### config.mk
export PLATFORM = sky130hd
export DESIGN_NAME = gfx_cmd_scheduler
export DESIGN_NICKNAME = d
export VERILOG_FILES = /design/src/rtl/gfx_cmd_scheduler.sv
export SDC_FILE = /design/constraint.sdc
export NUM_CORES = 1
export LEC_CHECK = 0
export CAP_MARGIN = 10
export CORE_AREA = 3 3 138 173
export CTS_CLUSTER_SIZE = 24
export DETAILED_ROUTE_END_ITERATION = 6
export DIE_AREA = 0 0 141 176
export HOLD_SLACK_MARGIN = 0.03
export PLACE_DENSITY = 0.78
export SETUP_SLACK_MARGIN = 0.5
export SLEW_MARGIN = 20
export SYNTH_ARGS = -nofsm -noshare
export SYNTH_HDL_FRONTEND = slang
export SYNTH_SLANG_ARGS = --single-unit
### constraint.sdc
create_clock -name clk -period 14.7 [get_ports clk]
set_clock_uncertainty 0.05 [all_clocks]
set_input_delay 3.675 -clock clk [delete_from_list [all_inputs] [get_ports clk]]
set_output_delay 3.675 -clock clk [all_outputs]
set_load 0.01 [all_outputs]
### src/rtl/gfx_cmd_scheduler.sv
// rtl/gfx_cmd_scheduler.sv - validating command FIFO feeding a graphics processor through a LOAD/RUN/RELEASE handshake
module gfx_cmd_scheduler #(
   parameter int DEPTH  = 4,
   parameter int WIDTH  = 640,
   parameter int HEIGHT = 480
) (
   input  logic        clk,
   input  logic        rst,
   input  logic        cmd_valid,
   output logic        cmd_ready,
   input  logic        cmd_opcode,
   input  logic [9:0]  cmd_tl_x,
   input  logic [8:0]  cmd_tl_y,
   input  logic [9:0]  cmd_br_x,
   input  logic [8:0]  cmd_br_y,
   input  logic [11:0] cmd_arg,
   output logic        gp_en,
   output logic        gp_opcode,
   output logic [9:0]  gp_tl_x,
   output logic [8:0]  gp_tl_y,
   output logic [9:0]  gp_br_x,
   output logic [8:0]  gp_br_y,
   output logic [11:0] gp_arg,
   input  logic        gp_finish,
   input  logic        flush,
   output logic        busy,
   output logic [4:0]  cmd_count,
   output logic        done,
   output logic        reject,
   output logic [7:0]  reject_cnt
);

   localparam int AW = $clog2(DEPTH);
   localparam logic [AW-1:0] PTR_ONE = 1;

   typedef enum logic [1:0] {S_IDLE, S_LOAD, S_RUN, S_RELEASE} state_t;

   typedef struct packed {
      logic        opcode;
      logic [9:0]  tl_x;
      logic [8:0]  tl_y;
      logic [9:0]  br_x;
      logic [8:0]  br_y;
      logic [11:0] arg;
   } cmd_t;

   state_t          state_q, state_d;
   cmd_t            mem_q [DEPTH];
   cmd_t            mem_d [DEPTH];
   logic [AW-1:0]   rd_ptr_q, rd_ptr_d, wr_ptr_q, wr_ptr_d;
   logic [4:0]      count_q, count_d;
   cmd_t            gp_q, gp_d;
   logic            gp_en_q, gp_en_d;
   logic            first_q, first_d;
   logic            done_q, done_d;
   logic            reject_q, reject_d;
   logic [7:0]      reject_cnt_q, reject_cnt_d;
   logic            ready_q, ready_d;
   cmd_t            cmd_in;
   logic            bad, accept, push, pop;

   // ready_q holds cmd_ready low until the first edge out of reset
   assign cmd_ready = ready_q && (count_q < 5'(DEPTH)) && !flush;

   // next-state: validation, FIFO bookkeeping and the issue FSM
   always_comb begin
      state_d      = state_q;
      mem_d        = mem_q;
      rd_ptr_d     = rd_ptr_q;
      wr_ptr_d     = wr_ptr_q;
      gp_d         = gp_q;
      gp_en_d      = gp_en_q;
      first_d      = first_q;
      done_d       = 1'b0;
      reject_cnt_d = reject_cnt_q;
      ready_d      = 1'b1;
      cmd_in       = {cmd_opcode, cmd_tl_x, cmd_tl_y, cmd_br_x, cmd_br_y, cmd_arg};
      bad          = (cmd_tl_x > cmd_br_x) || (cmd_tl_y > cmd_br_y) ||
                     (int'(cmd_br_x) >= WIDTH) || (int'(cmd_br_y) >= HEIGHT);
      accept       = cmd_valid && cmd_ready;
      push         = accept && !bad;
      pop          = (state_q == S_LOAD);
      reject_d     = accept && bad;
      if (reject_d && reject_cnt_q != 8'hFF) reject_cnt_d = reject_cnt_q + 8'd1;
      if (push) begin
         mem_d[wr_ptr_q] = cmd_in;
         wr_ptr_d        = wr_ptr_q + PTR_ONE;
      end
      if (pop) rd_ptr_d = rd_ptr_q + PTR_ONE;
      count_d = count_q + 5'(push) - 5'(pop);
      // flush drops queued entries only; the in-flight copy lives in gp_q
      if (flush) begin
         rd_ptr_d = '0;
         wr_ptr_d = '0;
         count_d  = '0;
      end
      case (state_q)
         S_IDLE: begin
            if (count_q != 5'd0 && !flush) state_d = S_LOAD;
         end
         S_LOAD: begin
            gp_d    = mem_q[rd_ptr_q];
            gp_en_d = 1'b1;
            first_d = 1'b1;
            state_d = S_RUN;
         end
         S_RUN: begin
            first_d = 1'b0;
            if (!first_q && gp_finish) begin
               gp_en_d = 1'b0;
               done_d  = 1'b1;
               state_d = S_RELEASE;
            end
         end
         default: begin
            state_d = (count_q != 5'd0 && !flush) ? S_LOAD : S_IDLE;
         end
      endcase
   end

   // state registers with asynchronous clear
   always_ff @(posedge clk or posedge rst) begin
      if (rst) begin
         state_q      <= S_IDLE;
         for (int i = 0; i < DEPTH; i++) mem_q[i] <= '0;
         rd_ptr_q     <= '0;
         wr_ptr_q     <= '0;
         count_q      <= '0;
         gp_q         <= '0;
         gp_en_q      <= 1'b0;
         first_q      <= 1'b0;
         done_q       <= 1'b0;
         reject_q     <= 1'b0;
         reject_cnt_q <= '0;
         ready_q      <= 1'b0;
      end else begin
         state_q      <= state_d;
         mem_q        <= mem_d;
         rd_ptr_q     <= rd_ptr_d;
         wr_ptr_q     <= wr_ptr_d;
         count_q      <= count_d;
         gp_q         <= gp_d;
         gp_en_q      <= gp_en_d;
         first_q      <= first_d;
         done_q       <= done_d;
         reject_q     <= reject_d;
         reject_cnt_q <= reject_cnt_d;
         ready_q      <= ready_d;
      end
   end

   assign gp_en      = gp_en_q;
   assign gp_opcode  = gp_q.opcode;
   assign gp_tl_x    = gp_q.tl_x;
   assign gp_tl_y    = gp_q.tl_y;
   assign gp_br_x    = gp_q.br_x;
   assign gp_br_y    = gp_q.br_y;
   assign gp_arg     = gp_q.arg;
   assign busy       = (state_q != S_IDLE);
   assign cmd_count  = count_q;
   assign done       = done_q;
   assign reject     = reject_q;
   assign reject_cnt = reject_cnt_q;

endmodule

==> results of run 1 <==
worst max-delay path: stages:
cell	delay [ns]
clkdlybuf4s50_1	0.62
nor3_1	0.36
clkdlybuf4s50_1	0.59
layout by cell type (no fill, tap or decap), types with 7 or more instances in the layout:
cell,instances
dfrtp_1,277
mux2_2,259
clkdlybuf4s50_1,124
mux4_2,51
inv_1,34
ha_1,34
clkbuf_16,29
nand2_1,13
nor2_1,11
a21oi_1,10
o21ai_0,8
clkinv_2,8
xor2_1,7
buf_4,7
report_power, final:
group	leakage (nW)	internal, mW	switching (mW)
Sequential	3.78	0.921	0.102
Combinational	2.85	0.440	0.286
Clock	0.452	0.414	0.296
Total	7.08	1.78	0.684
logic make-up after synthesis:
| family | synth area share |
|---|---|
| multiplexers | 0.3270 |
| flip-flops | 0.5602 |
| buffers and inverters | 0.02771 |
| AND/OR/NAND/NOR | 0.02289 |
| adder cells (fa/ha/maj) | 0.03675 |
| AO/OA/AOI/OAI | 0.01878 |
| XOR/XNOR | 0.006326 |
| other | 0.0003009 |
layer usage:
metal  track usage  routed length [um]  up-vias
li1              -                   -     3164
met1        0.2764               10650     3707
met2        0.3630               12950      121
met3       0.03197                 988       33
met4       0.04766                 396        2
met5             0                  13        -
sequential cells by signal, summed over array words and instances (netlist names):
| name | flops |
|---|---|
| gp_opcode | 1 |
| gp_br_x | 10 |
| gp_br_y | 9 |
| reject_cnt | 8 |
| ready_q | 1 |
| gp_arg | 12 |
| gp_tl_x | 10 |
| mem_q | 204 |
| done | 1 |
| wr_ptr_q | 2 |
| state_q | 2 |
| cmd_count | 5 |
| gp_tl_y | 9 |
| reject | 1 |
| first_q | 1 |
| rd_ptr_q | 2 |
| gp_en | 1 |
metrics by stage:
step	std cells	total power [mW]	setup slack, ns
global route	1225	2.597	5.599
floorplan	804	1.474	3.281
CTS	1225	2.493	5.704
finish	1225	2.459	5.720
global placement	1175	1.754	5.729
detailed placement	1175	1.777	5.711
cell type report:
| cell class | instances | area, um2 | area share |
|---|---|---|---|
| repair buffers | 131 | 1294 | 0.08695 |
| clock inverters | 16 | 146.4 | 0.009839 |
| flip-flops and latches | 279 | 6987 | 0.4696 |
| multi-input cells | 447 | 5175 | 0.3478 |
| clock buffers | 34 | 784.5 | 0.05272 |
| well taps | 283 | 354.1 | 0.02380 |
| inverters | 35 | 138.9 | 0.009334 |
worst max path at each step:
stage	start	to	slack, ns	cells after the start
3_5_place_dp	flush	cmd_ready	5.71	3
6_report	flush	cmd_ready	5.72	3
3_3_place_gp	flush	cmd_ready	5.73	3
4_1_cts	flush	cmd_ready	5.70	3
2_1_floorplan	rst	cmd_count[0]	3.28	1
5_1_grt	flush	cmd_ready	5.60	3
==> impl_metrics.csv, run 1 <==
group,metric,value,unit
logic_synthesis,synth.most_common_cell,"dfrtp_1",
detailed_routing,wl_per_cell,20.40,um
global_routing,grt_pass1_vias,7653,
die,die_h,176,um
global_routing,grt_pass1_wl,41140,um
power,p_per_area,165.3,nW/um2
layout,final_area,14880,um2
setup_path,arrival,5.26,ns
hold_path,min-delay-start,"reject_cnt[4]",
layout,layout.nets,1014,
clock_tree,cts.path.max_buffers,3,
clock_tree,postCtsHoldBufs,0,
placement,portBuffers,124,
logic_synthesis,synth.distinct_cells,39,
placement,place_area,13950,um2
sta,final_max_slew_viol_count,0,
logic_synthesis,seq_area_frac_synth,0.5602,
layout,finish.utilization,0.6654,
sta,worstMarginPinSlew,1.045,ns
logic_synthesis,synth_top_area_cell,"dfrtp_1",
detailed_routing,postRouteAntennaNets,0,
logic_synthesis,syn-cell-area,12460,um2
setup_path,rr_endpoint,"mem_q[0]",
detailed_routing,viasPerCell,5.736,
hold_path,holdPathEnd,"reject_cnt[4]",
setup_path,critPathMaxFanout,11,
clock_tree,postCtsSetupRepairBufs,0,
detailed_routing,drcViolationCount,0,
outcome,status,"finished, final reports clean",
die,die_area,24820,um2
hold_path,whs_path_depth,1,
layout,area_delta_synth_final,19.40,%
placement,dp_hpwl,15710,um
layout,final_layout_size_suffix_gt1_frac,0.3992,
die,pin_count,125,
clock_tree,cts_buffers,28,
die,fp.dieW,141,um
setup_path,crit_type,"in -> out",
sta,hold_violations,0,
logic_synthesis,syn_inst,804,
logic_synthesis,yosys_warnings,0,
setup_path,r2r.worst_path.cells,8,
clock_tree,clk_pin_slew,0.06,ns
logic_synthesis,synth-seq-cells,279,
detailed_routing,drt_iter0_drc,278,
detailed_routing,drt_first_pass_iters,4,
die,start_util,0.5573,
sta,maxSlewHeadroom,0.3034,
logic_synthesis,synth_top_area_frac,0.5602,
layout,fillCellCount,1626,
sta,setup_viol,0,
sta,holdWs,0.4494,ns
layout,n_antenna_cell,0,
logic_synthesis,async_flop_share,1.000,
sta,grt_setup_unrepaired,"false",
sta,max_freq,111.4,MHz
logic_synthesis,synth_fp_nets,896,
setup_path,crit_path_start_kind,"input port",
setup_path,endpoint_kind,"output pin",
sta,period_minus_slack,8.980,ns
logic_synthesis,synth.area.top_cells,"dfrtp_1 (56%), mux2_2 (23%), mux4_2 (9.2%)",
hold_path,hold_class,"reg -> reg",
clock_tree,htreeDepth,1,
setup_path,crit_required,10.97,ns
die,num_rows,61,
setup_path,regToRegStartpoint,"cmd_count[3]",
global_routing,antenna_found_initial,1,
clock_tree,clock-sinks,279,
detailed_routing,routed_wl,25000,um
clock_tree,clockRootBuffer,"clkbuf_16",
logic_synthesis,synth_top_cells_by_count,"dfrtp_1 (279), mux2_2 (259), mux4_2 (51)",
global_routing,globalRouteTotalUtil,0.2076,
power,max-vdd-ir-drop,157.6,uV
clock_tree,cts_tree,"done",
clock_tree,clk_latency,0.53,ns
clock_tree,cts-resized-gates,0,
sta,post-route-period-util,0.6109,
die,core_area,22360,um2
logic_synthesis,synth_flop_cell,"dfrtp_1",
setup_path,r2r_slack,11.38,ns
logic_synthesis,synth_edf_count,0,
placement,gp_congestion,0.7616,
power,p_leak,7.078,nW
global_routing,gr-total-overflow,0,
global_routing,grt_max_degree,113,
detailed_routing,vias,7027,
sta,tns,0,ns
logic_synthesis,avgSynthCellArea,15.50,um2
job,max-cap-violations,0,
(Power assumes the default switching activity.)
==> inputs of run 2 (changes only) <==
==> constraint.sdc (replaced) <==
create_clock -name clk -period 9.3 [get_ports clk]
set_clock_uncertainty 0.05 [all_clocks]
set_input_delay 2.325 -clock clk [delete_from_list [all_inputs] [get_ports clk]]
set_output_delay 2.325 -clock clk [all_outputs]
set_load 0.01 [all_outputs]
==> run 2 against run 1 <==
Effect of this change: final cell count is the same; first-iteration DRC count increased by 0.72%; die area stayed put; flip-flop and latch count is the same; sequential power up 59%; count of clock-buffer cells in the layout up 4; routed wire length decreased by 1.5%; setup slack worse by 2.9 ns; global-route usage down 0.45 points; sequential share of layout area barely moved; clock power grew 56%; critical path depth up 7; critical path type is now in -> reg; critical endpoint is now mem_q[34].
==> impl_metrics.csv, run 2 (synthesized netlist as in run 1, its figures left out) <==
group,metric,value,unit
outcome,status,"finished, final reports clean",
power,p_leak,7.082,nW
power,clkPwrFrac,0.287,
global_routing,met3_usage,0.03034,
layout,final_cell_mix,"dfrtp_1 (277), mux2_2 (259), clkdlybuf4s50_1 (124)",
global_routing,grt_pass1_vias,7670,
clock_tree,cts_tree,"done",
layout,largest-register,"mem_q",
setup_path,crit_type,"in -> reg",
sta,final_max_slew_viol_count,0,
clock_tree,postCtsSetupRepairBufs,0,
setup_path,crit_required,9.65,ns
detailed_routing,routed_wl,24610,um
sta,post-route-period-util,0.7000,
global_routing,gr-total-overflow,0,
sta,worstMarginPinSlew,1.076,ns
die,fp.dieW,141,um
layout,final_area,14880,um2
detailed_routing,viasPerCell,5.718,
sta,maxSlewHeadroom,0.2829,
sta,hold_violations,0,
power,power_switching,1.060,mW
layout,layout.nets,1014,
hold_path,min-delay-start,"reject_cnt[4]",
placement,place_area,13950,um2
layout,largest_reg_flops,204,
power,p_seq_frac,0.418,
detailed_routing,vias,7004,
placement,gp_congestion,0.7876,
clock_tree,clock-sinks,279,
sta,tns,0,ns
layout,final_common_cell,"dfrtp_1",
clock_tree,postCtsHoldBufs,0,
global_routing,grt_busiest_layer,"met2",
placement,place_inst,1174,
global_routing,grt_pass1_wl,40460,um
clock_tree,cts_buffers,28,
die,start_util,0.5573,
setup_path,crit_path_start_kind,"input port",
clock_tree,cts-resized-gates,0,
sta,max_freq,153.6,MHz
detailed_routing,drt_iter0_drc,280,
detailed_routing,drcViolationCount,0,
clock_tree,cts.path.max_buffers,3,
setup_path,arrival,6.86,ns
clock_tree,clk_pin_slew,0.06,ns
setup_path,regToRegStartpoint,"cmd_count[3]",
die,core_area,22360,um2
placement,portBuffers,124,
sta,period_minus_slack,6.510,ns
hold_path,hold_class,"reg -> reg",
power,p_comb_frac,0.296,
layout,fillCellCount,1601,
global_routing,use_met2,0.3596,
layout,final_layout_size_suffix_gt1_frac,0.3921,
global_routing,antenna_found_initial,0,
global_routing,grt_max_degree,148,
layout,fin_cells,1225,
die,die_area,24820,um2
global_routing,globalRouteTotalUtil,0.2031,
setup_path,critPathMaxFanout,37,
detailed_routing,drt_first_pass_iters,4,
die,num_rows,61,
die,pin_count,125,
global_routing,met1_usage,0.2674,
layout,area_delta_synth_final,19.42,%
power,p_per_area,261.0,nW/um2
power,p_int,2.824,mW
setup_path,endpoint_kind,"flip-flop",
job,max-cap-violations,0,
sta,worst_slack,2.790,ns
power,switching_share,0.2728,
setup_path,crit_start,"cmd_br_x[9]",
clock_tree,htreeDepth,1,
sta,setup_viol,0,
detailed_routing,wl_per_cell,20.09,um
placement,dp_hpwl,15460,um
sta,grt_setup_unrepaired,"false",
placement,place_ws,2.282,ns
detailed_routing,postRouteAntennaNets,0,
die,die_h,176,um
clock_tree,clk_latency,0.53,ns
clock_tree,clockRootBuffer,"clkbuf_16",
power,max-vdd-ir-drop,195.5,uV
==> run 2: changes by cell type in the layout (fill, tap and decap cells not counted) <==
cell / before / now
bufinv_16: 2 / 3
inv_8: 1 / 0
buf_12: 0 / 2
diode_2: 0 / 1
clkinv_4: 1 / 0
buf_4: 7 / 5
clkbuf_1: 1 / 7
clkbuf_8: 4 / 2
clkinvlp_4: 5 / 1
==> run 2: area by class of cell <==
class	count	area (um2)	area share
inverter	35	135.1	0.009080
multi-input combinational	447	5175	0.3477
sequential	279	6987	0.4695
clock buffer	38	779.5	0.05238
tap	283	354.1	0.02379
antenna	1	2.502	0.0001682
clock inverter	11	130.1	0.008744
timing repair buffer	131	1319	0.08862
==> run 2: final timing paths <==
kind / endpoint / slack (ns) / depth (start not counted)
setup reg to reg: mem_q[34] / 5.92 / 8
hold / removal: reject_cnt[4] / 0.45 / 1
max in group asynchronous: rd_ptr_q[1] / 5.40 / 4
hold reg to reg: reject_cnt[4] / 0.45 / 1
min in group asynchronous: mem_q[197] / 2.31 / 3
setup / recovery: mem_q[34] / 2.79 / 10
==> run 2: metal layers <==
layer  routed length, um  up-vias
met5                   0        -
met4                 415        0
met3                 990       32
met2               12640      118
met1               10560     3692
li1                    -     3162
==> run 2: critical path, cell delays in order <==
cell,delay (ns)
clkdlybuf4s50_1,0.58
inv_1,0.07
ha_1,0.31
a21oi_1,0.20
o21ai_0,0.14
a2111o_1,0.42
a2111oi_4,1.00
and3_2,1.02
buf_4,0.38
mux2_2,0.38
==> run 2: power by group through the flow <==
stage | Sequential [mW] | Combinational (mW) | Clock, mW
floorplan | 1.64 | 0.692 | 0
global placement | 1.67 | 1.10 | 0
detailed placement | 1.68 | 1.12 | 0
CTS | 1.66 | 1.13 | 1.14
global route | 1.66 | 1.25 | 1.20
finish | 1.62 | 1.15 | 1.11
==> run 2: per-stage QoR <==
step,hold slack (ns),power [mW],utilization
6_report,0.4482,3.884,0.6655
5_1_grt,0.4604,4.104,0.6654
4_1_cts,0.4499,3.929,0.6645
3_5_place_dp,0.4373,2.801,0.6238
3_3_place_gp,0.4278,2.772,0.6238
2_1_floorplan,0.4239,2.330,-
==> inputs of run 3 (changes only) <==
==> constraint.sdc (replaced) <==
create_clock -name clk -period 6.4 [get_ports clk]
set_clock_uncertainty 0.05 [all_clocks]
set_input_delay 1.6 -clock clk [delete_from_list [all_inputs] [get_ports clk]]
set_output_delay 1.6 -clock clk [all_outputs]
set_load 0.01 [all_outputs]
==> run 3 against run 2 <==
Effect of this change: global-route usage is 0.83 points higher; sequential share of layout area is 0.32 points lower; setup slack worse by 1.4 ns; via count is 0.87% higher; non-clock buffer count is 5 higher; critical endpoint is now mem_q[103]; largest power group unchanged.
==> impl_metrics.csv, run 3 (synthesized netlist as in run 1, its figures left out) <==
group,metric,value,unit
die,pin_count,125,
detailed_routing,drt_iter0_drc,367,
placement,dp_hpwl,16200,um
sta,tns,0,ns
detailed_routing,postRouteAntennaNets,0,
layout,n_antenna_cell,0,
placement,portBuffers,124,
clock_tree,postCtsHoldBufs,0,
clock_tree,clk_latency,0.53,ns
clock_tree,cts_tree,"done",
die,start_util,0.5573,
clock_tree,clockRootBuffer,"clkbuf_16",
clock_tree,clk_pin_slew,0.06,ns
sta,grt_setup_unrepaired,"false",
sta,holdWs,0.4426,ns
detailed_routing,routed_wl,25440,um
detailed_routing,vias,7065,
layout,area_delta_synth_final,20.23,%
die,die_area,24820,um2
placement,gp_congestion,0.7557,
hold_path,hold_class,"reg -> reg",
global_routing,globalRouteTotalUtil,0.2114,
clock_tree,cts-resized-gates,0,
placement,place_ws,0.8820,ns
global_routing,gr-total-overflow,0,
layout,final_common_cell,"dfrtp_1",
setup_path,endpoint_kind,"flip-flop",
job,max-cap-violations,0,
sta,max_freq,201.2,MHz
die,fp.dieW,141,um
power,power.total,5.720,mW
sta,maxSlewHeadroom,0.3150,
setup_path,crit_type,"in -> reg",
setup_path,crit_required,6.76,ns
power,max-vdd-ir-drop,410.5,uV
layout,largest-register,"mem_q",
layout,largest_reg_flops,204,
sta,post-route-period-util,0.7766,
layout,layout.nets,1019,
setup_path,arrival,5.33,ns
die,die_h,176,um
detailed_routing,drcViolationCount,0,
global_routing,grt_max_degree,178,
clock_tree,cts.path.max_buffers,3,
die,num_rows,61,
global_routing,grt_pass1_vias,7800,
detailed_routing,drt_first_pass_iters,4,
sta,period_minus_slack,4.970,ns
layout,final_cell_mix,"dfrtp_1 (277), mux2_2 (259), clkdlybuf4s50_1 (124)",
clock_tree,htreeDepth,1,
sta,hold_violations,0,
global_routing,antenna_found_initial,0,
detailed_routing,wl_per_cell,20.67,um
power,p_leak,7.135,nW
layout,final_area,14980,um2
detailed_routing,viasPerCell,5.739,
sta,worstMarginPinSlew,1.027,ns
setup_path,crit_path_start_kind,"input port",
placement,place_area,14030,um2
die,core_area,22360,um2
outcome,status,"finished, final reports clean",
sta,final_max_slew_viol_count,0,
clock_tree,postCtsSetupRepairBufs,0,
sta,setup_viol,0,
power,p_per_area,381.8,nW/um2
global_routing,grt_pass1_wl,41990,um
clock_tree,clock-sinks,279,
setup_path,critPathMaxFanout,19,
sta,worst_slack,1.430,ns
clock_tree,cts_buffers,28,
layout,final_layout_size_suffix_gt1_frac,0.3945,
==> run 3: cell count changes in the layout (fill, tap and decap cells not counted) <==
cell and delta:
buf_4 +3, buf_12 +2, clkbuf_1 +2, clkinv_2 -2, bufinv_16 +1, clkbuf_8 +1, diode_2 -1
==> run 3: worst paths after layout <==
path,slack (ns),end,startpoint,cells past startpoint
hold reg to reg,0.44,reject_cnt[4],reject_cnt[4],1
setup reg to reg,3.23,cmd_count[4],cmd_count[3],16
min in group asynchronous,1.31,gp_tl_x[5],rst,2
hold / removal,0.44,reject_cnt[4],reject_cnt[4],1
max in group asynchronous,3.75,mem_q[81],rst,3
setup / recovery,1.43,mem_q[103],cmd_br_x[3],11
==> run 3: critical path, stage by stage <==
cell and delay [ns]:
clkdlybuf4s50_1 0.56, inv_1 0.11, ha_1 0.30, a21o_1 0.16
a21o_1 0.17, a2111o_1 0.45, a2111oi_4 0.42, buf_4 0.29
and3_2 0.61, buf_4 0.31, mux2_2 0.35
==> run 3: final cells by class <==
cell class              count  area, um2
flip-flops and latches    279       6987
well taps                 283      354.1
repair buffers            136       1381
multi-input cells         447       5175
clock inverters            10      150.1
clock buffers              41      800.8
fillers                  1598       7380
inverters                  35      135.1
==> run 3: where the power goes <==
part	internal, mW	switching, mW
clock	1.03	0.666
sequential	2.12	0.261
combinational	1.01	0.639
==> run 3: routing by layer <==
metal | track usage | wire length (um)
met5 | 0 | 0
met4 | 0.05250 | 544
met2 | 0.3702 | 13120
met1 | 0.2794 | 10740
met3 | 0.03224 | 1036
==> run 3: stage by stage <==
step           std cells  utilization
2_1_floorplan        804            -
3_3_place_gp        1180       0.6275
3_5_place_dp        1180       0.6275
4_1_cts             1231       0.6700
5_1_grt             1231       0.6700
6_report            1231       0.6700
==> edit 1, RTL diff (flow settings as in run 1) <==
Put one more register stage on the output `reject_cnt`, without a reset. The value now appears one clock later. The other outputs are not delayed to match.
--- a/src/rtl/gfx_cmd_scheduler.sv
+++ b/src/rtl/gfx_cmd_scheduler.sv
@@ -161,5 +161,7 @@
    assign done       = done_q;
    assign reject     = reject_q;
-   assign reject_cnt = reject_cnt_q;
+   always_ff @(posedge clk) begin
+      reject_cnt <= reject_cnt_q;
+   end
 
 endmodule
Formal check against the unedited RTL: not equivalent (Yosys sat finds a counterexample within 4 cycles, from zero or initial values and one cycle with rst high).
==> edit 1 against run 1 <==
- synthesized area is 1.5% higher
- worst setup slack improved by 0.043 ns
- power grew 1.7%
- global-route usage rose by 0.40 points
- sequential cell count increased by 8
- synthesized cell count grew 0.75%
- utilization grew 0.71 points
- wire length grew 1.7%
- cell area is 1.1% higher
- clock power up 2%
- largest power group unchanged
==> edit 1: results (changes against run 1) <==
- Outcome: finished, final reports clean
- Standard cell area after detailed placement: 14100 um2 (+0.99%)
- Routability congestion estimate: 0.738 (-3.1%)
- Share of flip-flops with an asynchronous set or reset after synthesis: 0.972 (-0.0279)
- Wire length of the first global-routing pass: 42000 um (+2.0%)
- Number of instances in the synthesized netlist: 810 (+0.75%)
- Combinational group power: 727 uW (about the same)
- Most instantiated cells after synthesis: sky130_fd_sc_hd__dfrtp_1, sky130_fd_sc_hd__mux2_2, sky130_fd_sc_hd__mux4_2
- Non-filler cells, final: 1235 (+0.82%)
- Adder-Cell Fraction of Synth Area: 0.0362 (-0.000538)
- Worst-case setup slack after placement: 5.76 ns (+0.0448 ns)
- Cell Int Power: 1820 uW (+2.3%)
- Largest incremental delay on the critical path: 0.60 ns (-0.02 ns)
- Compound-cell area share of the yosys netlist: 0.0198 (+0.00101)
- Via-per-instance ratio: 5.73 (about the same)
- Worst hold-check slack: 0.333 ns (-0.117 ns)
- Capture point of the worst reg-to-reg path: mem_q[21]
- Initial antenna violation count: 0 (-1)
- Detail Placement HPWL: 15900 um (+1.1%)
- Synth top area cells: sky130_fd_sc_hd__dfrtp_1, sky130_fd_sc_hd__mux2_2, sky130_fd_sc_hd__mux4_2
- Number of filler instances in the final layout: 1620 (-0.37%)
- Xor/xnor share of the synthesized area: 0.00693 (+0.000600)
- Critical path data arrival time: 5.21 ns (-0.05 ns)
- Fraction of synthesized area in multiplexers: 0.320 (-0.00657)
- Initial DRC count: 283 (+1.8%)
- Maximum number of pins on one net before global-route repair: 139 (+23%)
- Via count of the first global-routing pass: 7874 (+2.9%)
- Max Fclk: 0.112 GHz (+0.48%)
- Post-synth cell types: 42 (+7.7%)
- Overall Power: 2500 uW (+1.7%)
[edit 1: how the worst min path moves through the flow]
stage / start / end / cells after the start
after floorplan: reject_cnt_q[6] / reject_cnt[6] / 0
after detailed placement: reject_cnt_q[6] / reject_cnt[6] / 0
after CTS: reject_cnt_q[6] / reject_cnt[6] / 0
final: reject_cnt_q[6] / reject_cnt[6] / 0
after global routing: reject_cnt_q[6] / reject_cnt[6] / 0
after global placement: reject_cnt_q[6] / reject_cnt[6] / 0
[edit 1: layout make-up]
cell class	count	area, um2	area share
well taps	283	354	0.0235
inverters	36	143	0.00949
repair buffers	133	1310	0.0873
clock buffers	44	882	0.0587
clock inverters	8	65.1	0.00433
multi-input cells	444	5130	0.341
flip-flops and latches	287	7150	0.475
[edit 1: per-layer routing]
| layer | routed length [um] | GRT usage |
|---|---|---|
| met1 | 10500 | 0.276 |
| met2 | 13200 | 0.374 |
| met3 | 1200 | 0.0393 |
| met4 | 439 | 0.0432 |
| met5 | 0 | 0 |
==> edit 2, RTL diff (settings of run 1) <==
Made on the original files. `DEPTH`: 4 -> 2.
--- a/src/rtl/gfx_cmd_scheduler.sv
+++ b/src/rtl/gfx_cmd_scheduler.sv
@@ -1,5 +1,5 @@
 // rtl/gfx_cmd_scheduler.sv - validating command FIFO feeding a graphics processor through a LOAD/RUN/RELEASE handshake
 module gfx_cmd_scheduler #(
-   parameter int DEPTH  = 4,
+   parameter int DEPTH  = 2,
    parameter int WIDTH  = 640,
    parameter int HEIGHT = 480
Behaviour: not the same (a bounded check fails within 4 cycles, from zero or initial values and one cycle with rst high).
==> edit 2 against run 1 <==
- sequential cell count shrank 104
- global-route usage is 6.2 points lower
- hold slack lost 0.0070 ns
- cell area decreased by 32%
- utilization fell by 21 points
- wire length is 31% lower
- count of clock-buffer cells in the layout is 14 lower
- worst setup slack worse by 0.16 ns
- clock power decreased by 29%
- power decreased by 20%
- synthesized area down 36%
- sequential share of layout area shrank 3.7 points
- synthesized cell count down 22%
- largest cell class unchanged
==> edit 2: results (changes against run 1) <==
- Outcome: finished, final reports clean
- Detail Placement HPWL: 11700 um (-26%)
- Compound-cell area share of the yosys netlist: 0.0633 (+0.0445)
- Routability congestion estimate: 0.767 (+0.75%)
- Maximum number of pins on one net before global-route repair: 98 (-13%)
- Clock Pin Slew Worst Setup and Hold Paths: 0.06 ns (about the same)
- Xor/xnor share of the synthesized area: 0.00769 (+0.00137)
- Later-pin clock latency in the skew report: 0.42 ns (-0.11 ns)
- Via count of the first global-routing pass: 5376 (-30%)
- Critical path data arrival time: 5.42 ns (+0.16 ns)
- Worst-case setup slack after placement: 5.56 ns (-0.154 ns)
- Layout cell share with drive strength beyond 1: 0.182 (-0.217)
- Static Leakage: 0.00472 uW (-33%)
- Post-synth cell types: 40 (+2.6%)
- Worst hold start: mem_q[81]
- Initial DRC count: 208 (-25%)
- Final-stage net count: 835 (-18%)
- Least-Margin Pin Slew: 1.02 ns (-0.0243 ns)
- Fraction of synthesized area in multiplexers: 0.232 (-0.0949)
- Number of antenna diodes: 0 (unchanged)
- Number of cells on the worst reg-to-reg path: 15 (+7)
- Number of filler instances in the final layout: 2017 (+24%)
- Vias post-DR: 5047 (-28%)
- Critical path fanouts, max: 9 (-2)
- Detailed-routing iteration count for the pre-antenna-repair pass: 5 (+1)
- CTS Buf Count: 17 (-39%)
- Number of nets produced by synthesis: 717 (-20%)
- Number of warnings issued by yosys: 0 (unchanged)
- Avg WL per Cell: 16.7 um (-18%)
- Wire length of the first global-routing pass: 28600 um (-30%)
- Synth top area cells: sky130_fd_sc_hd__dfrtp_1, sky130_fd_sc_hd__mux2_2, sky130_fd_sc_hd__mux2_4
- Adder-Cell Fraction of Synth Area: 0.0543 (+0.0176)
- CTS max path bufs: 2 (-1)
- Highest ir drop seen on vdd: 0.0841 mV (-47%)
- Max FFs per register: 102 (-50%)
- Most instantiated cells after synthesis: sky130_fd_sc_hd__dfrtp_1, sky130_fd_sc_hd__nor2_1, sky130_fd_sc_hd__a21oi_1
- Startpoint of the most critical register-to-register path: cmd_count[1]
- GRT Util Overall: 0.146 (-0.0615)
==> edit 2: cell types whose count changed in the layout (fill, tap and decap cells not counted), sizes merged, moves of 7 or more <==
cell | before | now
dfrtp | 279 | 175
a21oi | 10 | 63
mux2i | 1 | 52
mux4 | 51 | 0
nor2 | 11 | 65
xor2 | 7 | 0
clkbuf | 34 | 20
mux2 | 259 | 105
==> edit 2: logic make-up after synthesis <==
group / count (synthesis)
other: 1
XOR/XNOR: 7
multiplexers: 157
AND/OR/NAND/NOR: 105
flip-flops: 175
AO/OA/AOI/OAI: 86
adder cells (fa/ha/maj): 34
buffers and inverters: 62
==> edit 2: cell type report <==
cell class,instances,area [um2],area share
sequential,175,4380,0.432
multi-input combinational,390,3330,0.328
timing repair buffer,128,1290,0.127
clock buffer,20,447,0.0440
tap,283,354,0.0349
clock inverter,12,206,0.0204
inverter,33,129,0.0127
==> edit 2: worst max-delay path: stages <==
cell                              delay (ns)
sky130_fd_sc_hd__clkdlybuf4s50_1        0.59
sky130_fd_sc_hd__nor3_1                 0.49
sky130_fd_sc_hd__clkdlybuf4s50_1        0.66
==> edit 2: metrics by stage <==
| stage | std cells | util | hold WS [ns] | power [uW] | instance area (um2) |
|---|---|---|---|---|---|
| 2_1_floorplan | 627 | - | 0.414 | 1180 | 7970 |
| 3_3_place_gp | 1008 | 0.423 | 0.422 | 1460 | 9460 |
| 3_5_place_dp | 1008 | 0.423 | 0.431 | 1480 | 9460 |
| 4_1_cts | 1040 | 0.452 | 0.446 | 2000 | 10100 |
| 5_1_grt | 1041 | 0.453 | 0.460 | 2100 | 10100 |
| 6_report | 1041 | 0.453 | 0.442 | 1970 | 10100 |
==> edit 2: path summary, 6_finish.rpt <==
path | endpoint | slack [ns]
max reg2reg | cmd_count[4] | 11.79
min in group asynchronous | gp_en | 3.74
max | cmd_ready | 5.56
min | mem_q[81] | 0.44
max in group asynchronous | mem_q[67] | 9.70
min reg2reg | mem_q[81] | 0.44
==> edit 2: metal layers <==
metal | GRT usage | part of all wire | vias up
li1 | - | - | 2421
met1 | 0.182 | 0.44 | 2530
met2 | 0.254 | 0.51 | 83
met3 | 0.0349 | 0.039 | 11
met4 | 0.0400 | 0.0088 | 2
met5 | 0 | 0.00040 | -
==> edit 2: report_power, final <==
part,internal (uW),switching [uW],leakage (uW)
Combinational,395,292,0.00218
Sequential,649,134,0.00222
Clock,309,192,0.000316
Total,1350,617,0.00472
